[src/rtl/reg_write_arbiter.sv]
// Round-robin arbiter granting N requesters write access to one shared W-bit register,
// with per-owner lock holding capped at LOCK_MAX consecutive grant cycles.
module reg_write_arbiter #(
    parameter int N        = 4,
    parameter int W        = 8,
    parameter int LOCK_MAX = 4,
    localparam int OW      = $clog2(N),
    localparam int CW      = $clog2(LOCK_MAX + 1)
) (
    input  logic            Clk,
    input  logic            reset,
    input  logic [N-1:0]    req,
    input  logic [N-1:0]    lock,
    input  logic [N*W-1:0]  wdata,
    output logic [N-1:0]    gnt,
    output logic [OW-1:0]   owner,
    output logic [W-1:0]    Q,
    output logic            upd
);

    localparam logic [1:0] IDLE  = 2'd0;
    localparam logic [1:0] GRANT = 2'd1;
    localparam logic [1:0] LOCK  = 2'd2;

    logic [1:0]    state_q, state_d;
    logic [N-1:0]  gnt_q, gnt_d;
    logic [OW-1:0] owner_q, owner_d;
    logic [OW-1:0] ptr_q, ptr_d;
    logic [CW-1:0] cnt_q, cnt_d;
    logic [W-1:0]  q_q, q_d;
    logic          upd_q, upd_d;

    logic [OW-1:0] win;
    logic          any_req;
    logic          own_req;
    logic          hold;

    // Scan from ptr upward with wrap; first asserted request wins.
    always_comb begin
        int unsigned idx;
        win     = '0;
        any_req = 1'b0;
        for (int unsigned i = 0; i < N; i++) begin
            idx = (32'(ptr_q) + i) % N;
            if (!any_req && req[idx[OW-1:0]]) begin
                any_req = 1'b1;
                win     = idx[OW-1:0];
            end
        end
    end

    always_comb begin
        state_d = state_q;
        gnt_d   = gnt_q;
        owner_d = owner_q;
        ptr_d   = ptr_q;
        cnt_d   = cnt_q;
        q_d     = q_q;
        upd_d   = 1'b0;
        own_req = req[owner_q];
        hold    = 1'b0;

        if (state_q == GRANT || state_q == LOCK) begin
            if (own_req) begin
                q_d   = wdata[owner_q*W +: W];
                upd_d = 1'b1;
            end
            hold = own_req && lock[owner_q] && (cnt_q < CW'(LOCK_MAX));
        end

        if (hold) begin
            state_d = LOCK;
            cnt_d   = cnt_q + CW'(1);
        end else if (any_req) begin
            // Re-arbitration goes straight into GRANT; ptr already sits past the old owner.
            state_d = GRANT;
            gnt_d   = N'(1) << win;
            owner_d = win;
            ptr_d   = (win == OW'(N - 1)) ? '0 : win + OW'(1);
            cnt_d   = CW'(1);
        end else begin
            state_d = IDLE;
            gnt_d   = '0;
            cnt_d   = '0;
        end
    end

    always_ff @(posedge Clk) begin
        if (reset) begin
            state_q <= IDLE;
            gnt_q   <= '0;
            owner_q <= '0;
            ptr_q   <= '0;
            cnt_q   <= '0;
            q_q     <= '0;
            upd_q   <= 1'b0;
        end else begin
            state_q <= state_d;
            gnt_q   <= gnt_d;
            owner_q <= owner_d;
            ptr_q   <= ptr_d;
            cnt_q   <= cnt_d;
            q_q     <= q_d;
            upd_q   <= upd_d;
        end
    end

    assign gnt   = gnt_q;
    assign owner = owner_q;
    assign Q     = q_q;
    assign upd   = upd_q;

endmodule

[config.mk]
export PLATFORM = sky130hd
export DESIGN_NAME = reg_write_arbiter
export DESIGN_NICKNAME = d
export VERILOG_FILES = /design/src/rtl/reg_write_arbiter.sv
export SDC_FILE = /design/constraint.sdc
export NUM_CORES = 1
export LEC_CHECK = 0
export ABC_AREA = 1
export CELL_PAD_IN_SITES_DETAIL_PLACEMENT = 0
export CELL_PAD_IN_SITES_GLOBAL_PLACEMENT = 1
export CORE_ASPECT_RATIO = 0.6
export CORE_UTILIZATION = 28
export DETAILED_ROUTE_END_ITERATION = 8
export GPL_ROUTABILITY_DRIVEN = 0
export PLACE_DENSITY_LB_ADDON = 0.08
export SETUP_SLACK_MARGIN = 0.5
export SLEW_MARGIN = 20
export SYNTH_ARGS = -nofsm -noshare
export SYNTH_HDL_FRONTEND = slang
export SYNTH_SLANG_ARGS = --single-unit
export TNS_END_PERCENT = 100
[constraint.sdc]
create_clock -name Clk -period 2.05 [get_ports Clk]
set_input_delay 0.3075 -clock Clk [delete_from_list [all_inputs] [get_ports Clk]]
set_output_delay 0.3075 -clock Clk [all_outputs]
set_load 0.05 [all_outputs]
---- Word level (Yosys, flattened, before mapping) ----
Index checks and enable logic that the tools add are counted.
word-level totals
  bits of input ports ..................... 42
  output and inout port bits .............. 15
  word-level logic and storage cells ...... 67
  register bits after elaboration ......... 22
cells by class
  $add $sub $neg .......................... 5
  muxes and demuxes ....................... 28
  shift-type cells ........................ 2
  bitwise gates (word level) .............. 2
  reductions and logical operators ........ 13
  $lt $le $gt $ge ......................... 6
  eq/ne operators ......................... 3
operators by type and width
  operator             count
  $shiftx 32x6->8      1
  $lt 2x3->1 const B   5
  $mux 1               14
  $bmux 1 s2           6
  $mux 2               6
  $logic_and 1x1->1    5
  $add 2x1->2 const B  2
  $add 2x2->2 const B  2
  $eq 2x2->1 const B   2
  $mux 4               1
  $reduce_and 2->1     2
  $reduce_or 2->1      2
  $shl 1x2->4 const A  1
  $add 3x1->3 const B  1
  $logic_not 1->1      3
  $lt 3x3->1 const B   1
  $mux 3               1
  $eq 2x1->1 const B   1
  $not 1->1            2
  $logic_or 1x1->1     1

---- Logic depth before layout (Yosys ltp) ----
Gate-level depths: netlist (run 1).
  word-level depth ........................ 14
  gate-level depth with buffers ........... 14
  depth with buffers taken out ............ 13

---- Least setup slack after synthesis (run 1) ----
No wires, ideal clock.
  path kind ............................... reg-to-reg
  start point ............................. reg ptr_q[0]
  end point ............................... reg ptr_q[1]
  stages on the path, launching flop included .. 13
  required time ........................... 1.934 ns
  clock period less this slack ............ 1.720 ns
  path buffers ............................ 1
  setup time .............................. 0.116 ns
  slack ................................... 0.330 ns
  arrival time ............................ 1.604 ns
  cell sequence ........................... dfxtp_1 buf_6 inv_6 nand2_1 nand3_1 nand2_1 nor2_4 nand3_2 nand3_1 inv_1 ha_1 o21ai_0 nor2_1
on the way
  word-level cells in the longest chain between the ends .. 14
  elaborated cells between the ends (all ways) .. 29
  classes of those cells .................. add/sub: 4; eq/ne: 1; mux: 17; reduce/logical: 7
RTL lines
  item                                                  RTL line  source
  start: declaration                                    28        logic [OW-1:0] ptr_q, ptr_d;
  start signal: assignment                              101       ptr_q <= ptr_d;
  branches (longest 11 deep; another with $add 2x1->2)  n/a
  $mux 2 *                                              45        if (!any_req && req[idx[OW-1:0]]) begin
  named net win[0]                                      33        logic [OW-1:0] win;
  $add 2x1->2 or $eq 2x2->1 (tied branches)             79        ptr_d = (win == OW'(N - 1)) ? '0 : win + OW'(1);
  $mux 2 *                                              79
Mark *: on every way through the listed nets, which the timed path passes. The select of a mux whose other input is x is not followed.
A chain may end at the register's enable or synchronous reset.

---- Worst setup path in the final report (run 1) ----
  start point ............................. reg ptr_q[0]
  end point ............................... reg owner_q[0], in the netlist owner[0]
on the way
  word-level cells in the longest chain between the ends .. 13
  elaborated cells between the ends (all ways) .. 26
  classes of those cells .................. add/sub: 3; mux: 16; reduce/logical: 7
RTL lines
  item                                                  RTL line  source
  branches (longest 13 deep; another with $add 2x1->2)  n/a
  end signal: assignment                                100       owner_q <= owner_d;
  end: declaration                                      27        logic [OW-1:0] owner_q, owner_d;
Several ways; the timed one is not identified. The select of a mux whose other input is x is not followed.

==> results.cfg, run 1 <==
[finish]
nets = 328
drive_above_1_share_pct = 28.57
antenna_cells = 0
stdcell_area_sq_um = 2372
area_growth_pct = 75.23

[global_routing]
antenna_found_initial = 0
overflow = 0
grt_start_max_net_pins = 17
grt.total_usage_pct = 16.10
grt_pass1_vias = 1330
grt_first_pass_wirelength_mm = 6.506

[logic_synthesis]
synthesis.area_sq_um = 1354
synth_simple_gate_area_share_pct = 35.77
yosysWarnings = 0
synth_xor_area_share_pct = 0.6470
ys_seq_area_share_pct = 32.53
synth_cell_type_count = 24
syn_inst = 212
syn_nets = 259
synth-compound-area-share_pct = 15.99
syn_avg_cell_area_sq_um = 6.386
ys_ff_latch = 22
synthMuxAreaShare_pct = 0
synth_top_family_by_area = simple AND/OR/NAND/NOR gates
synth_fa_ha_area_share_pct = 4.621

[clocking]
cts_hold_buf = 0
cts-root-buf = clkbuf_8
cts_tree = done
clk-insertion-delay-late_ps = 260
cts_num_sinks = 22
clock_path_buffers = 2
path_clk_slew_ps = 90
cts_made_buffers = 3
h-tree-depth = 1

[worst_setup_path]
rr_startpoint = ptr_q[0]
r2r_setup_slack_ps = 330
critical_path.max_fanout = 8
cp_data_arrival_time_ps = 1930
reg2reg_depth = 14
crit_required_ps = 2250
timing.rr.end = owner[0]
critPathLaunchType = flip-flop
worstSetupPathType = flip-flop to flip-flop
end_kind = flip-flop

[timing]
min_period_ps = 1723
setup_viol = 0
max_slew.worst_pin.slew_ps = 504.0
rsz0062_at_grt = true
relSlewSlack_pct = 66.53
fin_skew_ps = 2.624
period_share_pct = 84.06
hold_viol_final = 0
drv_slew = 0
worst_slack_ps = 326.8
clock.fmax_mhz = 580.3

[worst_hold_path]
hp-class = flip-flop to flip-flop
min_to = gnt[1]
holdCritStartpoint = gnt[1]
holdPathStages = 2

[status]
outcome = finished, final reports clean

[power_and_ir_drop]
p_leak_nw = 1.113
peakVddDrop_uv = 502.0
p_int_mw = 1.831
p_sw_share_pct = 49.81
powerDensity_nw_per_um2 = 1538
combPwrFrac_pct = 67.7
clock_power_share_pct = 11.3
p_switching_mw = 1.817
seqPwrFrac_pct = 21.0

[die]
start_util_pct = 29.35
dieArea_sq_um = 5126
die_y_microns = 55.86
io_pins = 57
die_w_microns = 91.77
core-area_sq_um = 4612
rows = 19

[placement]
dp_slack_ps = -59.41
portBuffers = 56
hpwl_mm = 2.963
dpl_cell_area_sq_um = 2019

[route]
wl_per_cell_microns = 12.12
vias_per_cell = 4.376
dr.first_iter.drc_count = 38
drc = 0
via_count = 1501
postRouteAntennaNets = 0
wl_mm = 4.157
first_pass_iters = 4

[job]
maxCapViolCount = 0
[placed cells by master, fill, tap and decap left out, types with 3 or more instances in the layout]
cell and instances:
buf_4 10, dlygate4sd2_1 17, nand3_2 8, nand3_1 4, nor2_1 39, dfxtp_4 4, nand2_1 32, buf_6 7
nand2_2 12, clkdlybuf4s50_1 37, inv_2 5, dfxtp_1 18, inv_1 13, a31oi_1 8, nand2_4 12, clkbuf_8 3
nor2_2 3, o21ai_0 24
[final cells by class]
class                      instances  area [sq um]
clock buffer                       3         41.29
fill                             475          2240
clock inverter                     1         30.03
multi-input combinational        160         982.2
timing repair buffer              72         684.4
tap                               63         78.83
inverter                          22         100.1
sequential                        22         455.4
[power groups by stage]
stage	sequential, mW	combinational (mW)	clock [mW]
2_1_floorplan	1.07	1.00	0
3_3_place_gp	0.748	1.99	0
3_5_place_dp	0.745	1.98	0
4_1_cts	0.749	2.21	0.427
5_1_grt	0.794	2.71	0.439
6_report	0.767	2.47	0.410
[kinds of logic (layout without fill, tap and decap cells)]
logic type | Yosys count | in the layout
AND/OR/NAND/NOR | 114 | 114
XOR/XNOR | 1 | 1
adder cells (fa/ha/maj) | 5 | 5
flip-flops | 22 | 22
AO/OA/AOI/OAI | 40 | 40
buffers and inverters | 30 | 98
[worst max path at each step]
stage | start | cells after the start | end
2_1_floorplan | ptr_q[0] | 13 | ptr_q[1]
3_3_place_gp | req[1] | 12 | ptr_q[1]
3_5_place_dp | req[0] | 13 | ptr_q[1]
4_1_cts | ptr_q[0] | 12 | ptr_q[1]
5_1_grt | ptr_q[0] | 13 | gnt[3]
6_report | ptr_q[0] | 14 | owner[0]
[Yosys cell counts (all sizes together)]
cell	number	area (sq um)
nand2	57	234.0
nor2	44	180.2
o21ai	26	130.1
dfxtp	22	440.4
inv	22	87.58
nand3	13	70.07
a31oi	8	50.05
buf	6	45.04
ha	5	62.56
a21oi	3	15.01
clkbuf	2	8.750
o211ai	2	15.01
o22ai	1	6.260
xor2	1	8.760
[flip-flops by register name, indices dropped and copies added (netlist names)]
signal	count
ptr_q	2
gnt	4
owner	2
state_q	2
cnt_q	3
upd	1
Q	8
[metal layers]
layer	GRT usage, %	part of all wire [%]	up-vias
li1	-	-	815
met1	24.85	53	650
met2	23.20	41	34
met3	3.552	5.2	2
met4	2.009	0.51	0
met5	0	0	-
[critical path, stage by stage, from the launching register on]
cell and delay (ps):
dfxtp_4 450, inv_8 70, nand2_2 90, nand2_4 50
nand2_4 80, nand2_4 60, nor2_4 150, nand3_2 120
buf_6 140, buf_6 110, nand2_8 90, inv_6 50
nand2_4 50, nand2_1 50, nor2_1 90
[through the flow]
step	power, mW	util, %	TNS, ps	std cells	hold WS [ps]
2_1_floorplan	2.074	-	0	212	376.6
3_3_place_gp	2.741	43.79	-66.96	333	443.5
3_5_place_dp	2.724	43.79	-62.41	333	445.7
4_1_cts	3.390	48.10	0	340	455.0
5_1_grt	3.945	51.44	0	343	468.1
6_report	3.648	51.44	0	343	453.1
[timing repair]
| item | 4_1_cts | 5_1_grt |
|---|---|---|
| endpoints found under the setup margin | 24 | 18 |
| pin swaps | 13 | 15 |
| setup buffers | 3 | 3 |
| resized for setup | 59 | 33 |
| cloned | 0 | 0 |
(Power assumes the default switching activity.)
==> inputs of run 2 (changes only) <==
==> constraint.sdc (replaced) <==
create_clock -name Clk -period 1.63 [get_ports Clk]
set_input_delay 0.2445 -clock Clk [delete_from_list [all_inputs] [get_ports Clk]]
set_output_delay 0.2445 -clock Clk [all_outputs]
set_load 0.05 [all_outputs]
==> run 2 against run 1 <==
- the flow now finishes with violations (setup timing)
- largest power group unchanged
- combinational power increased by 55%
- critical path depth shrank 1
- count of clock-buffer cells in the layout is 1 higher
- core utilization is 5.8 points higher
==> results.cfg, run 2 (synthesis gave the netlist of run 1 again) <==
[status]
outcome = finished with violations
violations = setup timing

[timing]
rsz0062_at_grt = true
setup_viol = 4
clock.fmax_mhz = 585.6
fin_skew_ps = 1.195
hold_viol_final = 0
worst_slack_ps = -77.78
relSlewSlack_pct = 68.71
drv_slew = 0
max_slew.worst_pin.slew_ps = 468.9
fin_setup_tns_ps = -223.6
period_share_pct = 104.8
min_period_ps = 1708

[global_routing]
grt_start_max_net_pins = 17
overflow = 0
grt_pass1_vias = 1445
grt_first_pass_wirelength_mm = 7.024
grt.total_usage_pct = 17.45
antenna_found_initial = 0

[die]
rows = 19
io_pins = 57
start_util_pct = 29.35
core-area_sq_um = 4612
die_y_microns = 55.86
dieArea_sq_um = 5126
die_w_microns = 91.77

[worst_setup_path]
end_kind = flip-flop
worstPathCellList = inv_8, nand2_2, nand2_2, nand2_4, nand2_4, nor2_4, nand3_2, nand3_2, nand2_2, inv_2, ha_4, o21ai_2, nor2_1
cp_data_arrival_time_ps = 1880
critPathBufInv = 2
crit_required_ps = 1800
worstSetupPathType = flip-flop to flip-flop
critPathMaxStageDelay_ps = 450
critPathLaunchType = flip-flop
crit_slowest_cell = dfxtp_4
crit_family = simple AND/OR/NAND/NOR gates
crit_top_cell = nand2_2
critical_path.max_fanout = 8
reg2reg_depth = 13
path_depth = 13

[clocking]
cts_hold_buf = 0
h-tree-depth = 1
cts_num_sinks = 22
cts-root-buf = clkbuf_8
clock_path_buffers = 2
cts_made_buffers = 3
path_clk_slew_ps = 90
clk-insertion-delay-late_ps = 270
cts_tree = done

[placement]
portBuffers = 56
dpl_cell_area_sq_um = 2077
place_inst = 339
dp_slack_ps = -378.7
hpwl_mm = 3.090

[finish]
area_growth_pct = 95.10
finalNonFillerCells = 363
largest_register_ffs = 8
layout_common_cells = nor2_1 (38), clkdlybuf4s50_1 (37), buf_4 (35), nand2_1 (24), nand2_2 (19)
stdcell_area_sq_um = 2641
drive_above_1_share_pct = 44.00
nets = 348
layout_commonest_cell = nor2_1
antenna_cells = 0

[route]
vias_per_cell = 4.490
drc = 0
first_pass_iters = 4
wl_per_cell_microns = 12.88
via_count = 1630
dr.first_iter.drc_count = 40
wl_mm = 4.676
postRouteAntennaNets = 0

[worst_hold_path]
holdPathStages = 2
hp-class = flip-flop to flip-flop

[job]
maxCapViolCount = 0

[power_and_ir_drop]
peakVddDrop_uv = 747.6
powerDensity_nw_per_um2 = 1983
p_leak_nw = 1.212
finalPower_mw = 5.239
==> run 2: changes by cell type in the layout (fill, tap and decap cells not counted), moves of 2 or more <==
cell,change
buf_4,+25
dlygate4sd2_1,-13
nand2_1,-8
o21ai_0,-8
nand2_2,+7
buf_6,+6
o21ai_2,+5
o21ai_1,+3
inv_4,+2
nand3_1,-2
==> run 2: metrics by stage <==
step	utilization, %	hold WS [ps]
6_report	57.27	454.7
5_1_grt	57.27	460.8
4_1_cts	52.79	456.3
3_5_place_dp	45.04	441.7
3_3_place_gp	45.04	438.6
2_1_floorplan	-	306.2
==> run 2: worst paths after layout <==
check / from / to / slack (ps)
max: ptr_q[0] / ptr_q[1] / -80
min: gnt[0] / gnt[0] / 450
max reg2reg: ptr_q[0] / ptr_q[1] / -80
min reg2reg: gnt[0] / gnt[0] / 450
==> run 2: cell type report <==
type / count / area [sq um]
clock buffers: 4 / 66.31
multi-input cells: 160 / 1075
flip-flops and latches: 22 / 455.4
repair buffers: 91 / 849.6
well taps: 63 / 78.83
fillers: 444 / 1971
repair inverters: 1 / 6.256
inverters: 22 / 110.1
==> run 2: power by group <==
group | total, mW | switching [mW] | internal [mW]
Clock | 0.463 | 0.196 | 0.267
Combinational | 3.83 | 2.22 | 1.61
Sequential | 0.946 | 0.185 | 0.760
==> run 2: per-layer routing <==
| layer | vias to the layer above | share of wire (%) | global-route usage, % |
|---|---|---|---|
| li1 | 860 | - | - |
| met1 | 727 | 52 | 27.66 |
| met2 | 41 | 43 | 24.06 |
| met3 | 2 | 4.7 | 3.415 |
| met4 | 0 | 0.60 | 3.348 |
| met5 | - | 0 | 0 |
==> run 2: worst reg2reg max path: stages, from the launching register on <==
cell and delay (ps):
dfxtp_4 450, inv_8 70, nand2_2 80, nand2_2 60
nand2_4 70, nand2_4 50, nor2_4 180, nand3_2 100
nand3_2 70, nand2_2 70, inv_2 80, ha_4 190
o21ai_2 90, nor2_1 40
==> run 2: what timing repair did <==
action,4_1_cts,5_1_grt
pin swaps,18,18
endpoints found under the setup margin,24,24
setup buffers,16,3
gates cloned,1,0
resized for setup,52,54
==> inputs of run 3 (changes only) <==
--- a/config.mk
+++ b/config.mk
@@ -13,7 +13,7 @@
 export DETAILED_ROUTE_END_ITERATION = 8
 export GPL_ROUTABILITY_DRIVEN = 0
 export PLACE_DENSITY_LB_ADDON = 0.08
-export SETUP_SLACK_MARGIN = 0.5
+export SETUP_SLACK_MARGIN = 0.1
 export SLEW_MARGIN = 20
 export SYNTH_ARGS = -nofsm -noshare
 export SYNTH_HDL_FRONTEND = slang
==> run 3 against run 2 <==
- the flow still finishes with violations (setup timing)
- via count fell by 5.6%
- combinational power fell by 17%
- first-iteration DRC count rose by 35%
- core utilization fell by 6.4 points
- highest routed layer unchanged
==> results.cfg, run 3 (synthesis gave the netlist of run 1 again) <==
[status]
outcome = finished with violations
violations = setup timing

[worst_setup_path]
critical_path.max_fanout = 7
cp_data_arrival_time_ps = 1870
critPathLaunchType = flip-flop
end_kind = flip-flop
worstPathCellList = buf_6, inv_8, nand2_2, nand2_4, nand2_4, nand2_4, nor2_4, nand3_2, nand3_2, inv_2, ha_4, o21ai_2, nor2_1
critPathMaxStageDelay_ps = 370
crit_slowest_cell = dfxtp_2
worstSetupPathType = flip-flop to flip-flop
crit_required_ps = 1790
crit_top_cell = nand2_4

[placement]
portBuffers = 56
hpwl_mm = 3.239
dpl_cell_area_sq_um = 2092
dp_slack_ps = -387.6
place_inst = 344

[global_routing]
grt_first_pass_wirelength_mm = 7.182
grt.total_usage_pct = 17.84
grt_start_max_net_pins = 17
antenna_found_initial = 0
overflow = 0
grt_pass1_vias = 1516

[route]
via_count = 1539
drc = 0
postRouteAntennaNets = 0
vias_per_cell = 4.385
wl_per_cell_microns = 11.81
wl_mm = 4.146
first_pass_iters = 4
dr.first_iter.drc_count = 54

[die]
dieArea_sq_um = 5126
rows = 19
io_pins = 57
start_util_pct = 29.35
die_w_microns = 91.77
die_y_microns = 55.86
core-area_sq_um = 4612

[finish]
multi_input_area_sq_um = 907.1
antenna_cells = 0
finalNonFillerCells = 351
largest_register_ffs = 8
nets = 336
drive_above_1_share_pct = 30.90
layout_commonest_cell = nor2_1
seqCellArea_sq_um = 445.4
area_growth_pct = 73.38
layout_common_cells = nor2_1 (40), nand2_1 (38), clkdlybuf4s50_1 (38), buf_4 (31), o21ai_0 (19)
stdcell_area_sq_um = 2347
nFillCells = 493

[timing]
relSlewSlack_pct = 76.18
rsz0062_at_grt = true
setup_viol = 4
fin_skew_ps = 2.201
whs_ps = 453.4
drv_slew = 0
hold_viol_final = 0
period_share_pct = 104.7
worst_slack_ps = -75.82
max_slew.worst_pin.slew_ps = 356.9
min_period_ps = 1706
clock.fmax_mhz = 586.2

[job]
maxCapViolCount = 0

[power_and_ir_drop]
finalPower_mw = 4.568
p_leak_nw = 1.100
powerDensity_nw_per_um2 = 1946
peakVddDrop_uv = 758.3

[clocking]
h-tree-depth = 1
cts-root-buf = clkbuf_8
cts_tree = done
clk-insertion-delay-late_ps = 260
clock_path_buffers = 2
path_clk_slew_ps = 80
cts_num_sinks = 22
cts_hold_buf = 0
cts_made_buffers = 3

[worst_hold_path]
hp-class = flip-flop to flip-flop
## run 3: changes by cell type in the layout (fill, tap and decap cells not counted), moves of 3 or more
cell / previous run / this run
buf_6: 13 / 6
inv_4: 4 / 1
nand2_2: 19 / 13
dfxtp_4: 4 / 0
nand3_1: 2 / 5
o21ai_0: 16 / 19
nand2_1: 24 / 38
dfxtp_2: 0 / 4
o21ai_2: 6 / 1
nand2_4: 13 / 5
buf_4: 35 / 31
## run 3: layout make-up
class                           instances  share of cell area (%)
Timing Repair Buffer                   80                   31.82
Tap cell                               63                   3.358
Clock inverter                          1                   1.279
Multi-Input combinational cell        160                   38.65
Sequential cell                        22                   18.98
Clock buffer                            3                   1.759
Inverter                               22                   4.158
## run 3: final timing paths
| check | from | to | slack [ps] | cells after the start |
|---|---|---|---|---|
| max | ptr_q[0] | ptr_q[1] | -80 | 13 |
| min | gnt[1] | gnt[1] | 450 | 2 |
| max reg2reg | ptr_q[0] | ptr_q[1] | -80 | 13 |
| min reg2reg | gnt[1] | gnt[1] | 450 | 2 |
## run 3: stage by stage
stage / setup TNS [ps] / utilization (%)
3_5_place_dp: -4436 / 45.36
3_3_place_gp: -4293 / 45.36
4_1_cts: -83.81 / 49.81
6_report: -229.4 / 50.90
5_1_grt: -1074 / 50.90
2_1_floorplan: -28.08 / -
## run 3: timing repair
| action | 4_1_cts | 5_1_grt |
|---|---|---|
| setup endpoints to repair | 18 | 18 |
| cloned | 0 | 0 |
| pin swaps | 13 | 7 |
| buffers inserted | 3 | 1 |
| gates resized for setup | 37 | 17 |
## run 3: routing by layer
layer / global-route usage [%] / vias up / wire [microns]
met4: 3.348 / 0 / 28
li1: - / 832 / -
met2: 25.56 / 34 / 1584
met1: 27.65 / 669 / 2361
met3: 3.279 / 4 / 171
met5: 0 / - / 0
## run 3: critical path, delay by kind of cell, from the launching register on
kind | cells | cell delay [ps]
compound gates | 1 | 100
flops | 1 | 370
simple gates | 8 | 690
fa+ha+maj | 1 | 230
buf+inv | 3 | 220
## run 3: power by group
group | leakage (nW) | switching, mW | internal [mW]
clock network | 0.0357 | 0.187 | 0.328
logic | 0.882 | 1.87 | 1.29
registers | 0.182 | 0.141 | 0.746
==> variant 1, RTL diff (config.mk and constraints of run 2) <==
Take the reset off `q_q` and load it in a clocked block of its own.
--- a/src/rtl/reg_write_arbiter.sv
+++ b/src/rtl/reg_write_arbiter.sv
@@ -93,5 +93,4 @@
             ptr_q   <= '0;
             cnt_q   <= '0;
-            q_q     <= '0;
             upd_q   <= 1'b0;
         end else begin
@@ -101,7 +100,10 @@
             ptr_q   <= ptr_d;
             cnt_q   <= cnt_d;
-            q_q     <= q_d;
             upd_q   <= upd_d;
         end
+    end
+
+    always_ff @(posedge Clk) begin
+        q_q <= q_d;
     end
 
Behaviour: differs if reset is asserted again (counterexample within 4 cycles, from zero or initial values and one cycle with reset high); with reset held inactive, the same outputs for 4 cycles.
==> variant 1 against run 2 <==
The flow still finishes with violations (negative setup slack); total power down 0.65%; synthesized area down 1.3%; final area is 2.5% higher; highest routed layer unchanged; via count is 11% lower; die area shrank 1.3%; sequential share of layout area rose by 2.5 points; clock power decreased by 3%; maximum frequency up 3.4%; worst setup slack gained 0.055 ns; critical path depth unchanged; clock skew increased by 0.0027 ns; routed wire length is 13% lower; sequential cell count is the same.
==> variant 1: results (changes against run 2) <==
* Most used flip-flop cell after synthesis: dfxtp_1 (unchanged)
* Clock Skew at 0.003872 ns (was 0.001195 ns)
* Vias in the first global route at 1327 (was 1445)
* Arr. time, crit path at 1.82 ns (was 1.88 ns)
* Setup violations, final at 1 (was 4)
* Synth Area in XOR/XNOR at 0.6554% (was 0.6470%)
* DPL Wire Length at 2749 µm (was 3090 µm)
* Mapped Nets at 232 (was 259)
* Drt first-iter violations at 31 (was 40)
* Fill cells at 415 (was 444)
* Status: complete, but fails checks (unchanged)
* Final worst slack at -0.02237 ns (was -0.07778 ns)
* Layout cell share with drive strength beyond 1 at 49.25% (was 44.00%)
* Wire length per cell at 12.33 µm (was 12.88 µm)
* Area contributors post-synth: dfxtp_1, edfxtp_1, nand2_1, o21ai_0, nor2_1 (was dfxtp_1, nand2_1, nor2_1, o21ai_0, inv_1)
* Synth top cells by count: nand2_1, nor2_1, o21ai_0 (unchanged)
* Slew headroom at 77.87% (was 68.71%)
* Global-route wire length before repair at 6299 µm (was 7024 µm)
* CP Launch Point: ptr_q[0] (unchanged)
* GRT Util Overall at 15.60% (was 17.45%)
* Post-Synth Adder-Cell Area at 4.682% (was 4.621%)
* Synth async-reset ratio at 0% (unchanged)
* Mean number of vias per cell at 4.366 (was 4.490)
* Post-Place Setup Slack at -0.3810 ns (was -0.3787 ns)
* Largest net degree at the start of global routing at 17 (unchanged)
* Post-synth cell types at 24 (unchanged)
* Leak Pwr at 0.001183 µW (was 0.001212 µW)
* Clock latency on the worst-skew pair at 0.26 ns
* Layout Nets at 316 (was 348)
* Warnings from Yosys at 0 (unchanged)
* Failing checks: negative setup slack (unchanged)
* Synth Area in Compound Gates at 13.39% (was 15.99%)
* Peak VDD IR at 0.8580 mV (was 0.7476 mV)
* Register area share after synthesis at 38.95% (was 32.53%)
* Post-synth EDFFs at 8 (was 0)
==> variant 1: changes by cell type in the layout (fill, tap and decap cells not counted), moves of 8 or more <==
cell	before	now
a31oi_1	8	0
buf_4	35	25
dfxtp_1	18	10
edfxtp_1	0	8
nor2_1	38	15
o21ai_0	16	3
==> variant 1: layer usage <==
| layer | wire length (µm) | GRT usage (%) | share of wire (%) | vias to the layer above |
|---|---|---|---|---|
| li1 | - | - | - | 770 |
| met3 | 145 | 3.168 | 3.6 | 4 |
| met4 | 33 | 3.401 | 0.81 | 0 |
| met1 | 2169 | 22.80 | 53 | 639 |
| met2 | 1733 | 23.70 | 42 | 32 |
| met5 | 0 | 0 | 0 | - |
==> variant 1: worst min-delay path by stage <==
stage / to / start / slack, ns
floorplan: ptr_q[0] / reset / 0.30
global route: gnt[0] / gnt[0] / 0.48
detailed placement: gnt[3] / gnt[3] / 0.44
finish: gnt[3] / gnt[3] / 0.45
CTS: gnt[3] / gnt[3] / 0.46
global placement: gnt[0] / gnt[0] / 0.44
==> variant 1: kinds of logic after synthesis <==
| logic type | count (synthesis) |
|---|---|
| AO/OA/AOI/OAI | 33 |
| adder cells (fa/ha/maj) | 5 |
| AND/OR/NAND/NOR | 97 |
| buffers and inverters | 27 |
| flip-flops | 22 |
| XOR/XNOR | 1 |
==> variant 1: stage by stage <==
| step | total power, µW | instance area (µm²) | TNS [ns] | cells | hold slack [ns] |
|---|---|---|---|---|---|
| after floorplan | 2909 | 1453 | 0 | 185 | 0.2996 |
| after global placement | 3665 | 2103 | -3.859 | 312 | 0.4399 |
| after detailed placement | 3644 | 2103 | -3.597 | 312 | 0.4438 |
| after CTS | 4526 | 2356 | -0.007310 | 321 | 0.4572 |
| after global routing | 5559 | 2708 | -0.4198 | 331 | 0.4834 |
| final | 5204 | 2708 | -0.02237 | 331 | 0.4513 |
==> variant 1: critical path, cell delays in order (launching register included) <==
cell and delay (ns):
dfxtp_4 0.44, inv_8 0.06, nand2_2 0.06, nand2_2 0.08
nand2_4 0.09, nand2_4 0.07, nor2_8 0.12, nand3_2 0.08
nand3_2 0.09, nand2_4 0.07, inv_4 0.06, ha_4 0.19
o21ai_2 0.10, nor2_1 0.04
==> variant 1: report_power, final <==
part / total [µW] / switching, µW / internal [µW]
clock: 447 / 181 / 266
sequential: 1010 / 179 / 835
combinational: 3740 / 2140 / 1610
total: 5200 / 2500 / 2710
==> variant 1: cell type report <==
class | instances | share of cell area (%)
multi-input cells | 136 | 39.69
repair buffers | 84 | 30.82
flip-flops and latches | 22 | 19.78
inverters | 22 | 4.344
well taps | 63 | 2.911
clock buffers | 4 | 2.449
==> variant 1: timing repair <==
item	4_1_cts	5_1_grt
hold endpoints to repair	0	0
pin swaps	10	22
setup buffers	5	9
cloned	0	1
endpoints found under the setup margin	33	33
resized for setup	47	72
==> variant 2, RTL diff (config.mk and constraints of run 2) <==
Made on the original files. The parameter `W` goes from 8 to 9.
--- a/src/rtl/reg_write_arbiter.sv
+++ b/src/rtl/reg_write_arbiter.sv
@@ -3,5 +3,5 @@
 module reg_write_arbiter #(
     parameter int N        = 4,
-    parameter int W        = 8,
+    parameter int W        = 9,
     parameter int LOCK_MAX = 4,
     localparam int OW      = $clog2(N),
Interface: changed (resized Q and wdata); port bits go from 57 to 62. The function was not compared with the original's and may differ.
==> variant 2 against run 2 <==
First-iteration DRC count is 33% higher; critical path type unchanged; sequential cell count is 1 higher; routed wire length is 6.7% higher; combinational power is 2% lower; largest cell class unchanged; final area is 1.4% lower; clock power is 21% lower; clock skew is 0.0083 ns higher; critical endpoint unchanged; worst setup slack worse by 0.056 ns; highest routed layer unchanged; count of clock-buffer cells in the layout is 1 lower; synthesized area is 6.7% higher; cell count is 3.9% higher; largest power group unchanged; total power is 3.4% lower; the run still ends with negative setup slack left.
==> variant 2: results (changes against run 2) <==
* Post-Place Setup Slack at -0.3575 ns (was -0.3787 ns)
* Mapped Nets at 274 (was 259)
* Failing checks: negative setup slack (unchanged)
* Status: complete, but fails checks (unchanged)
* Port Buf Inserts at 61 (was 56)
* Global-route wire length before repair at 7721 µm (was 7024 µm)
* Max reg flops at 9 (was 8)
* CP peak stage delay at 0.39 ns (was 0.45 ns)
* Register area share after synthesis at 31.89% (was 32.53%)
* Max Fanout on Critical Path at 7 (was 8)
* Arr. time, crit path at 1.92 ns (was 1.88 ns)
* Area contributors post-synth: dfxtp_1, nand2_1, nor2_1, o21ai_0, ha_1 (was dfxtp_1, nand2_1, nor2_1, o21ai_0, inv_1)
* Peak VDD IR at 0.9427 mV (was 0.7476 mV)
* Mean number of vias per cell at 4.549 (was 4.490)
* Slew headroom at 71.19% (was 68.71%)
* Routed WL at 4988 µm (was 4676 µm)
* DPL Wire Length at 3308 µm (was 3090 µm)
* Fill cells at 480 (was 444)
* Leak Pwr at 0.001201 µW (was 0.001212 µW)
* Int Pwr at 2572 µW (was 2640 µW)
* Setup violations, final at 5 (was 4)
* Synth top cells by count: nand2_1, nor2_1, o21ai_0 (unchanged)
* Final worst slack at -0.1335 ns (was -0.07778 ns)
* Clock Skew at 0.009450 ns (was 0.001195 ns)
* Post-route cell area at 2604 µm² (was 2641 µm²)
* Post-synth cell types at 27 (was 24)
* Largest net degree at the start of global routing at 19 (was 17)
* Layout cell share with drive strength beyond 1 at 33.76% (was 44.00%)
* Post-DP Area at 2210 µm² (was 2077 µm²)
* CTS clk-pin slew, worst paths at 0.09 ns (about the same)
* 1st-pass router iterations at 4 (unchanged)
* Vias in the first global route at 1552 (was 1445)
* Layout Nets at 366 (was 348)
-- variant 2: cell count changes after synthesis, moves of 2 or more --
| cell | change |
|---|---|
| o21ai_1 | +3 |
| inv_1 | -2 |
| nand2_1 | -2 |
| nor2_1 | +3 |
-- variant 2: power groups by stage --
stage	sequential [µW]	combinational, µW	clock (µW)
2_1_floorplan	1430	1520	0
3_3_place_gp	965	2830	0
3_5_place_dp	966	2810	0
4_1_cts	969	3300	385
5_1_grt	976	4050	419
6_report	946	3750	368
-- variant 2: logic make-up (layout without fill, tap and decap cells) --
group | count (synthesis) | count (layout) | synth area share [%]
simple gates | 117 | 117 | 35.36
compound gates | 45 | 45 | 16.90
buf+inv | 32 | 123 | 10.92
flops | 23 | 23 | 31.89
fa+ha+maj | 5 | 5 | 4.333
xor+xnor | 1 | 1 | 0.6067
-- variant 2: per-stage QoR --
step | hold WS (ns) | instances | setup TNS, ns
5_1_grt | 0.4834 | 377 | -1.146
6_report | 0.4582 | 377 | -0.3525
2_1_floorplan | 0.3062 | 223 | 0
3_3_place_gp | 0.4456 | 353 | -5.165
3_5_place_dp | 0.4402 | 353 | -5.306
4_1_cts | 0.4618 | 369 | -0.1378
-- variant 2: final timing paths --
path / start / endpoint / slack (ns) / cells after the start
max: ptr_q[0] / ptr_q[1] / -0.13 / 13
min: gnt[1] / gnt[1] / 0.46 / 2
max reg2reg: ptr_q[0] / ptr_q[1] / -0.13 / 13
min reg2reg: gnt[1] / gnt[1] / 0.46 / 2
-- variant 2: area by class of cell --
class / count / share of cell area, %
tap: 63 / 3.027
timing repair buffer: 95 / 35.90
clock inverter: 1 / 0.2403
sequential: 23 / 18.07
clock buffer: 3 / 1.586
inverter: 22 / 3.844
multi-input combinational: 168 / 36.76
timing repair inverter: 2 / 0.5766
-- variant 2: per-layer routing --
layer,global-route usage (%),routed length (µm),vias up
li1,-,-,900
met1,29.39,2695,763
met2,26.00,1951,48
met3,4.331,303,4
met4,2.814,37,0
met5,0,0,-
-- variant 2: worst register-to-register path, cell delays in order, from the launching register on --
cell and delay [ns]:
dfxtp_4 0.39, buf_6 0.13, nand2_1 0.05, nand2_1 0.06
nand2_2 0.10, nand2_4 0.06, nor2_4 0.16, nand2_1 0.08
nand3_2 0.10, nand2_4 0.06, inv_2 0.07, ha_4 0.20
o21ai_2 0.13, nor2_1 0.06
-- variant 2: timing repair --
action                     4_1_cts  5_1_grt
gates cloned                     3        1
setup buffers                    9        7
pin swaps                        9       15
resized for setup               21       26
setup endpoints to repair       24       25
